--- config.mk ---
export PLATFORM = sky130hd
export DESIGN_NAME = uart_tx_arbiter
export DESIGN_NICKNAME = d
export VERILOG_FILES = /design/src/rtl/uart_pkg.sv /design/src/rtl/uart_tx_serializer.sv /design/src/rtl/uart_tx_arbiter.sv
export SDC_FILE = /design/constraint.sdc
export NUM_CORES = 1
export LEC_CHECK = 0
export BUFFER_PORTS_ARGS = -buffer_cell sky130_fd_sc_hd__buf_4
export CAP_MARGIN = 5
export CORE_UTILIZATION = 55
export CTS_CLUSTER_DIAMETER = 80
export CTS_CLUSTER_SIZE = 28
export DETAILED_ROUTE_END_ITERATION = 10
export GPL_TIMING_DRIVEN = 0
export PLACE_DENSITY = 0.78
export SYNTH_ARGS = -nofsm -noshare
export SYNTH_HDL_FRONTEND = slang
export SYNTH_HIERARCHICAL = 1
export SYNTH_SLANG_ARGS = --single-unit
--- constraint.sdc ---
create_clock -name clk -period 2.5 [get_ports clk]
set_input_delay 0.25 -clock clk [delete_from_list [all_inputs] [get_ports clk]]
set_output_delay 0.25 -clock clk [all_outputs]
set_load 0.02 [all_outputs]
--- src/rtl/uart_pkg.sv ---
`default_nettype none
// ============================================================================
// Module      : uart_pkg
// Description : Shared UART definitions: transmitter FSM state encoding and
//               the board default bit period (27 MHz clock, 115200 baud).
//               Also used by the existing receiver.
// Revision    : 1.0 - initial release
// ============================================================================
package uart_pkg;

    // Clock cycles per bit: 27_000_000 / 115200 = 234 (integer division).
    localparam int DEFAULT_BAUDRATE_CNT = 27_000_000 / 115200;

    typedef enum logic [1:0] {
        ST_IDLE  = 2'd0,
        ST_START = 2'd1,
        ST_DATA  = 2'd2,
        ST_STOP  = 2'd3
    } tx_state_t;

endpackage : uart_pkg
`default_nettype wire

--- src/rtl/uart_tx_serializer.sv ---
`default_nettype none
// ============================================================================
// Module      : uart_tx_serializer
// Description : 8N1 serializer, LSB first. A byte is accepted on the edge where
//               load is high in IDLE; the start bit appears on the following
//               cycle. Each bit lasts BAUDRATE_CNT cycles.
// Ports       : clk, rst_n (async, active-low)
//               load  - accept data this cycle (honoured only in IDLE)
//               data  - byte to transmit
//               busy  - frame in flight (START..STOP)
//               done  - one-cycle pulse on the last cycle of the stop bit
//               tx    - registered serial line, idle high
// Revision    : 1.0 - initial release
// ============================================================================
module uart_tx_serializer
    import uart_pkg::*;
#(
    parameter int BAUDRATE_CNT = DEFAULT_BAUDRATE_CNT
) (
    input  logic       clk,
    input  logic       rst_n,
    input  logic       load,
    input  logic [7:0] data,
    output logic       busy,
    output logic       done,
    output logic       tx
);

    localparam int              CW        = $clog2(BAUDRATE_CNT);
    localparam logic [CW-1:0]   BAUD_LAST = CW'(BAUDRATE_CNT - 1);

    tx_state_t     state, state_n;
    logic [CW-1:0] baud_cnt, baud_cnt_n;
    logic [2:0]    bit_idx, bit_idx_n;
    logic [7:0]    shift, shift_n;
    logic          tx_n;
    logic          bit_end;

    assign bit_end = (baud_cnt == BAUD_LAST);
    assign busy    = (state != ST_IDLE);
    assign done    = (state == ST_STOP) && bit_end;

    always_ff @(posedge clk or negedge rst_n) begin
        if (!rst_n) begin
            state    <= ST_IDLE;
            baud_cnt <= '0;
            bit_idx  <= '0;
            shift    <= '0;
            tx       <= 1'b1;
        end else begin
            state    <= state_n;
            baud_cnt <= baud_cnt_n;
            bit_idx  <= bit_idx_n;
            shift    <= shift_n;
            tx       <= tx_n;
        end
    end

    // tx_n is the line level for the *next* cycle, so the registered line
    // follows the state register without an extra cycle of latency.
    always_comb begin
        state_n    = state;
        baud_cnt_n = baud_cnt;
        bit_idx_n  = bit_idx;
        shift_n    = shift;
        tx_n       = 1'b1;

        case (state)
            ST_IDLE: begin
                baud_cnt_n = '0;
                bit_idx_n  = '0;
                if (load) begin
                    state_n = ST_START;
                    shift_n = data;
                    tx_n    = 1'b0;
                end
            end

            ST_START: begin
                tx_n = 1'b0;
                if (bit_end) begin
                    state_n    = ST_DATA;
                    baud_cnt_n = '0;
                    bit_idx_n  = '0;
                    tx_n       = shift[0];
                end else begin
                    baud_cnt_n = baud_cnt + CW'(1);
                end
            end

            ST_DATA: begin
                tx_n = shift[0];
                if (bit_end) begin
                    baud_cnt_n = '0;
                    shift_n    = {1'b0, shift[7:1]};
                    bit_idx_n  = bit_idx + 3'd1;
                    if (bit_idx == 3'd7) begin
                        state_n = ST_STOP;
                        tx_n    = 1'b1;
                    end else begin
                        tx_n    = shift[1];
                    end
                end else begin
                    baud_cnt_n = baud_cnt + CW'(1);
                end
            end

            ST_STOP: begin
                tx_n = 1'b1;
                if (bit_end) begin
                    state_n    = ST_IDLE;
                    baud_cnt_n = '0;
                end else begin
                    baud_cnt_n = baud_cnt + CW'(1);
                end
            end

            default: begin
                state_n = ST_IDLE;
            end
        endcase
    end

endmodule : uart_tx_serializer
`default_nettype wire

--- src/rtl/uart_tx_arbiter.sv ---
`default_nettype none
// ============================================================================
// Module      : uart_tx_arbiter
// Description : Round-robin arbiter sharing one 8N1 UART transmitter between
//               two byte requesters with valid/ready handshakes.
// Ports       : clk, rst_n (async, active-low)
//               req_valid[1:0] - requester i has a byte pending
//               req_data0/1    - bytes from requesters 0 and 1
//               req_ready[1:0] - one-hot accept strobe (IDLE only)
//               uart_tx        - serial line, idle high, registered
//               busy           - frame in flight
//               grant_id       - requester owning the current/last frame
//               frame_done     - pulse on the last stop-bit cycle
// Revision    : 1.0 - initial release
// ============================================================================
module uart_tx_arbiter
    import uart_pkg::*;
#(
    parameter int BAUDRATE_CNT = DEFAULT_BAUDRATE_CNT
) (
    input  logic       clk,
    input  logic       rst_n,
    input  logic [1:0] req_valid,
    input  logic [7:0] req_data0,
    input  logic [7:0] req_data1,
    output logic [1:0] req_ready,
    output logic       uart_tx,
    output logic       busy,
    output logic       grant_id,
    output logic       frame_done
);

    logic       ptr;
    logic       winner;
    logic       load;
    logic [7:0] win_data;

    // ptr names the preferred requester; the other one wins only when the
    // preferred one has nothing pending.
    always_comb begin
        winner = ptr ? req_valid[1] : ~req_valid[0];
    end

    // Gating with rst_n keeps ready low while reset is held even though the
    // serializer already sits in IDLE.
    assign load     = (|req_valid) && !busy && rst_n;
    assign win_data = winner ? req_data1 : req_data0;

    always_comb begin
        req_ready = 2'b00;
        if (load) begin
            req_ready = winner ? 2'b10 : 2'b01;
        end
    end

    always_ff @(posedge clk or negedge rst_n) begin
        if (!rst_n) begin
            ptr      <= 1'b0;
            grant_id <= 1'b0;
        end else if (load) begin
            grant_id <= winner;
            ptr      <= ~winner;
        end
    end

    uart_tx_serializer #(
        .BAUDRATE_CNT (BAUDRATE_CNT)
    ) u_serializer (
        .clk   (clk),
        .rst_n (rst_n),
        .load  (load),
        .data  (win_data),
        .busy  (busy),
        .done  (frame_done),
        .tx    (uart_tx)
    );

endmodule : uart_tx_arbiter
`default_nettype wire

==> results.yml <==
setup_path:
  required_ps: 2700
  critPathLaunchType: "flip-flop"
  path_max_fanout: 7
  crit_buf_inv: 2
  cpMaxStageDelayCell: "dfrtp_1"
  reg2reg_to: "u_serializer/shift[2]"
  worstPathArrival_ps: 2500
  path_depth: 8
  crit_family: "simple AND/OR/NAND/NOR gates"
  crit_type: "flip-flop to flip-flop"
  endpoint_kind: "flip-flop"
  r2r_cells: 8
  rrSetupSlack_ps: 200
  reg2reg_from: "u_serializer/state[0]"
  crit_path_frequent_cell: "inv_1"
  path_cells: "inv_1 > ha_1 > inv_1 > nor2b_1 > o21a_1 > nand2b_1 > nand3_1 > o221a_2"
  critPathMaxStageDelay_ps: 440
power_and_ir_drop:
  pwr-share-comb_pct: 8.1
  power_density_mw_per_mm2: 370
  p_int_mw: 0.511
  clockPowerShare_pct: 30.8
  seqPwrFrac_pct: 61.1
  p_leak_nw: 0.840
  max-vdd-ir-drop_mv: 0.299
  p_switching_mw: 0.130
  sw_frac_of_total_pct: 20.2
cells_and_area:
  mostFrequentLayoutCell: "buf_4"
  multiInputGateArea_um2: 828
  layout.cells.most_common_list: "buf_4 (25), dfrtp_1 (23), nor2_1 (13)"
  n_antenna_cell: 0
  drive_above_1_share_pct: 34.3
  area_delta_synth_final_pct: 19.2
  register_area_um2: 602
  nets: 196
  fillers: 212
sta:
  finalMaxSlewViolations: 0
  fmax_mhz: 434
  worst_slew_pin_slew_ps: 500
  setup_viol: 0
  clock_skew_ps: 8.71
  relSlewSlack_pct: 66.3
  hold_viol: 0
  fin_crit_sh_pct: 92.1
  hold_ws_ps: 248
  min_period_ps: 2300
  rsz0062_at_grt: "false"
  fin_setup_tns_ps: 0
clock_network:
  cts_htree_levels: 1
  post-cts-setup-buffer-count: 0
  clock_sinks: 24
  clk_latency_ps: 300
  cts_tree: "built"
  cts_made_buffers: 3
  cts_max_path_buffers: 2
  ctsRootBufferMaster: "clkbuf_4"
  path_clk_slew_ps: 130
global_routing:
  grt_pass1_vias: 1108
  grt_pass1_wl_um: 4730
  grt_overflow: 0
  grt_max_degree: 26
  grtUsageTotal_pct: 23.2
  antenna_found_initial: 0
min_path:
  holdCritPathClass: "input port to flip-flop"
  hold_path_depth: 3
  hold_end: "ptr"
  worstHoldStart: "req_valid[0]"
yosys:
  syn_area_per_cell_um2: 10.7
  synth-seq-area-share_pct: 41.4
  synth_nets: 165
  syn_inst: 136
  synth-async-reset-ratio_pct: 100
  synth-warning-count: 6
  synth_edf_count: 0
  ys.flop_type: "dfrtp_1"
  synth_area_mm2: 0.00145
  ys_seq_elements: 24
  ys_types: 39
status:
  status: "finished, final reports clean"
floorplan:
  core_region_area_mm2: 0.00248
  row_count: 18
  die_area_mm2: 0.00285
  die_w_um: 53.4
  ioPinCount: 26
  die_h_um: 53.4
  start_util_pct: 58.7
routing:
  post_drt_wl_per_cell_um: 14.5
  totalWireLength_um: 2840
  drtPass1Iterations: 4
  vias_per_cell: 5.79
  drtIter0Drc: 13
  drc_errors: 0
  ant_nets: 0
  vias: 1135
place:
  dpl.hpwl_um: 2130
  portBuffers: 25
  place.gp.congestion: 0.735
flow_run:
  maxCapViolations: 0
-- registers in the layout (all words and copies together), names as in the netlist --
signal                 count
u_serializer/bit_idx       3
u_serializer/baud_cnt      8
u_serializer/tx            1
ptr                        1
u_serializer/state         2
u_serializer/shift         8
grant_id                   1
-- layer usage --
layer / track usage [%] / vias up / share of wire (%)
met4: 7.02 / 0 / 0.63
met1: 27.9 / 552 / 45
met3: 2.59 / 2 / 4.4
met5: 0 / - / 0
met2: 42.5 / 30 / 50
li1: - / 551 / -
-- power groups by stage --
| stage | Clock, mW | Sequential [mW] | Combinational [mW] |
|---|---|---|---|
| floorplan | 0 | 0.399 | 0.0161 |
| global placement | 0 | 0.398 | 0.0497 |
| detailed placement | 0 | 0.398 | 0.0522 |
| CTS | 0.204 | 0.391 | 0.0536 |
| global route | 0.220 | 0.391 | 0.0579 |
| finish | 0.197 | 0.391 | 0.0521 |
-- tightest hold or removal path, stage by stage --
cell     delay [ps]
buf_4           120
nand2_1          90
a21oi_1          70
-- metrics by stage --
stage / cell area, um^2 / util (%) / power [mW] / std cells / worst slack [ps]
final: 1730 / 69.9 / 0.640 / 196 / 198
after global routing: 1730 / 69.9 / 0.669 / 196 / 43.3
after global placement: 1680 / 67.8 / 0.448 / 191 / 286
after detailed placement: 1680 / 67.8 / 0.451 / 191 / 206
after CTS: 1730 / 69.6 / 0.649 / 196 / 180
after floorplan: 1450 / - / 0.415 / 136 / 452
-- what timing repair did --
item / CTS / global route
hold buffers: 1 / 0
resized for setup: 0 / 1
endpoints found under the setup margin: 0 / 6
hold endpoints to repair: 23 / 0
-- cells in the mapped netlist, types with 2 or more instances --
| cell | number | area, um^2 |
|---|---|---|
| nor3_1 | 2 | 10.0 |
| mux2_2 | 9 | 101 |
| xnor2_1 | 4 | 35.0 |
| dfrtp_1 | 23 | 576 |
| nand3_1 | 5 | 25.0 |
| and3b_1 | 2 | 17.5 |
| a21o_1 | 2 | 15.0 |
| nor2_1 | 13 | 48.8 |
| a21oi_1 | 4 | 20.0 |
| xor2_1 | 2 | 17.5 |
| and3_1 | 3 | 18.8 |
| a22o_1 | 5 | 43.8 |
| nand2_1 | 10 | 37.5 |
| inv_1 | 6 | 22.5 |
| nand2b_1 | 8 | 50.1 |
| o221a_2 | 7 | 78.8 |
| ha_1 | 9 | 113 |
-- worst max path at each step --
stage	slack, ps	start	end
6_report	200	u_serializer/state[0]	u_serializer/shift[2]
5_1_grt	40	u_serializer/state[1]	u_serializer/shift[2]
4_1_cts	180	u_serializer/state[0]	u_serializer/shift[2]
3_5_place_dp	210	u_serializer/state[0]	u_serializer/shift[3]
3_3_place_gp	290	u_serializer/state[1]	u_serializer/shift[5]
2_1_floorplan	450	u_serializer/state[0]	u_serializer/shift[0]
-- cell type report --
class                   count  area share (%)
plain buffers               2           0.505
clock buffers               4            2.09
inverters                   6            1.30
multi-input cells         104            47.8
flip-flops and latches     24            34.7
well taps                  30            2.17
repair buffers             26            11.4
-- kinds of logic after synthesis --
group	synth area share [%]
flops	41.4
mux	8.69
xor+xnor	3.61
fa+ha+maj	7.75
simple gates	20.5
buf+inv	2.15
compound gates	15.9
No activity file was read; power rests on OpenSTA's default activity.
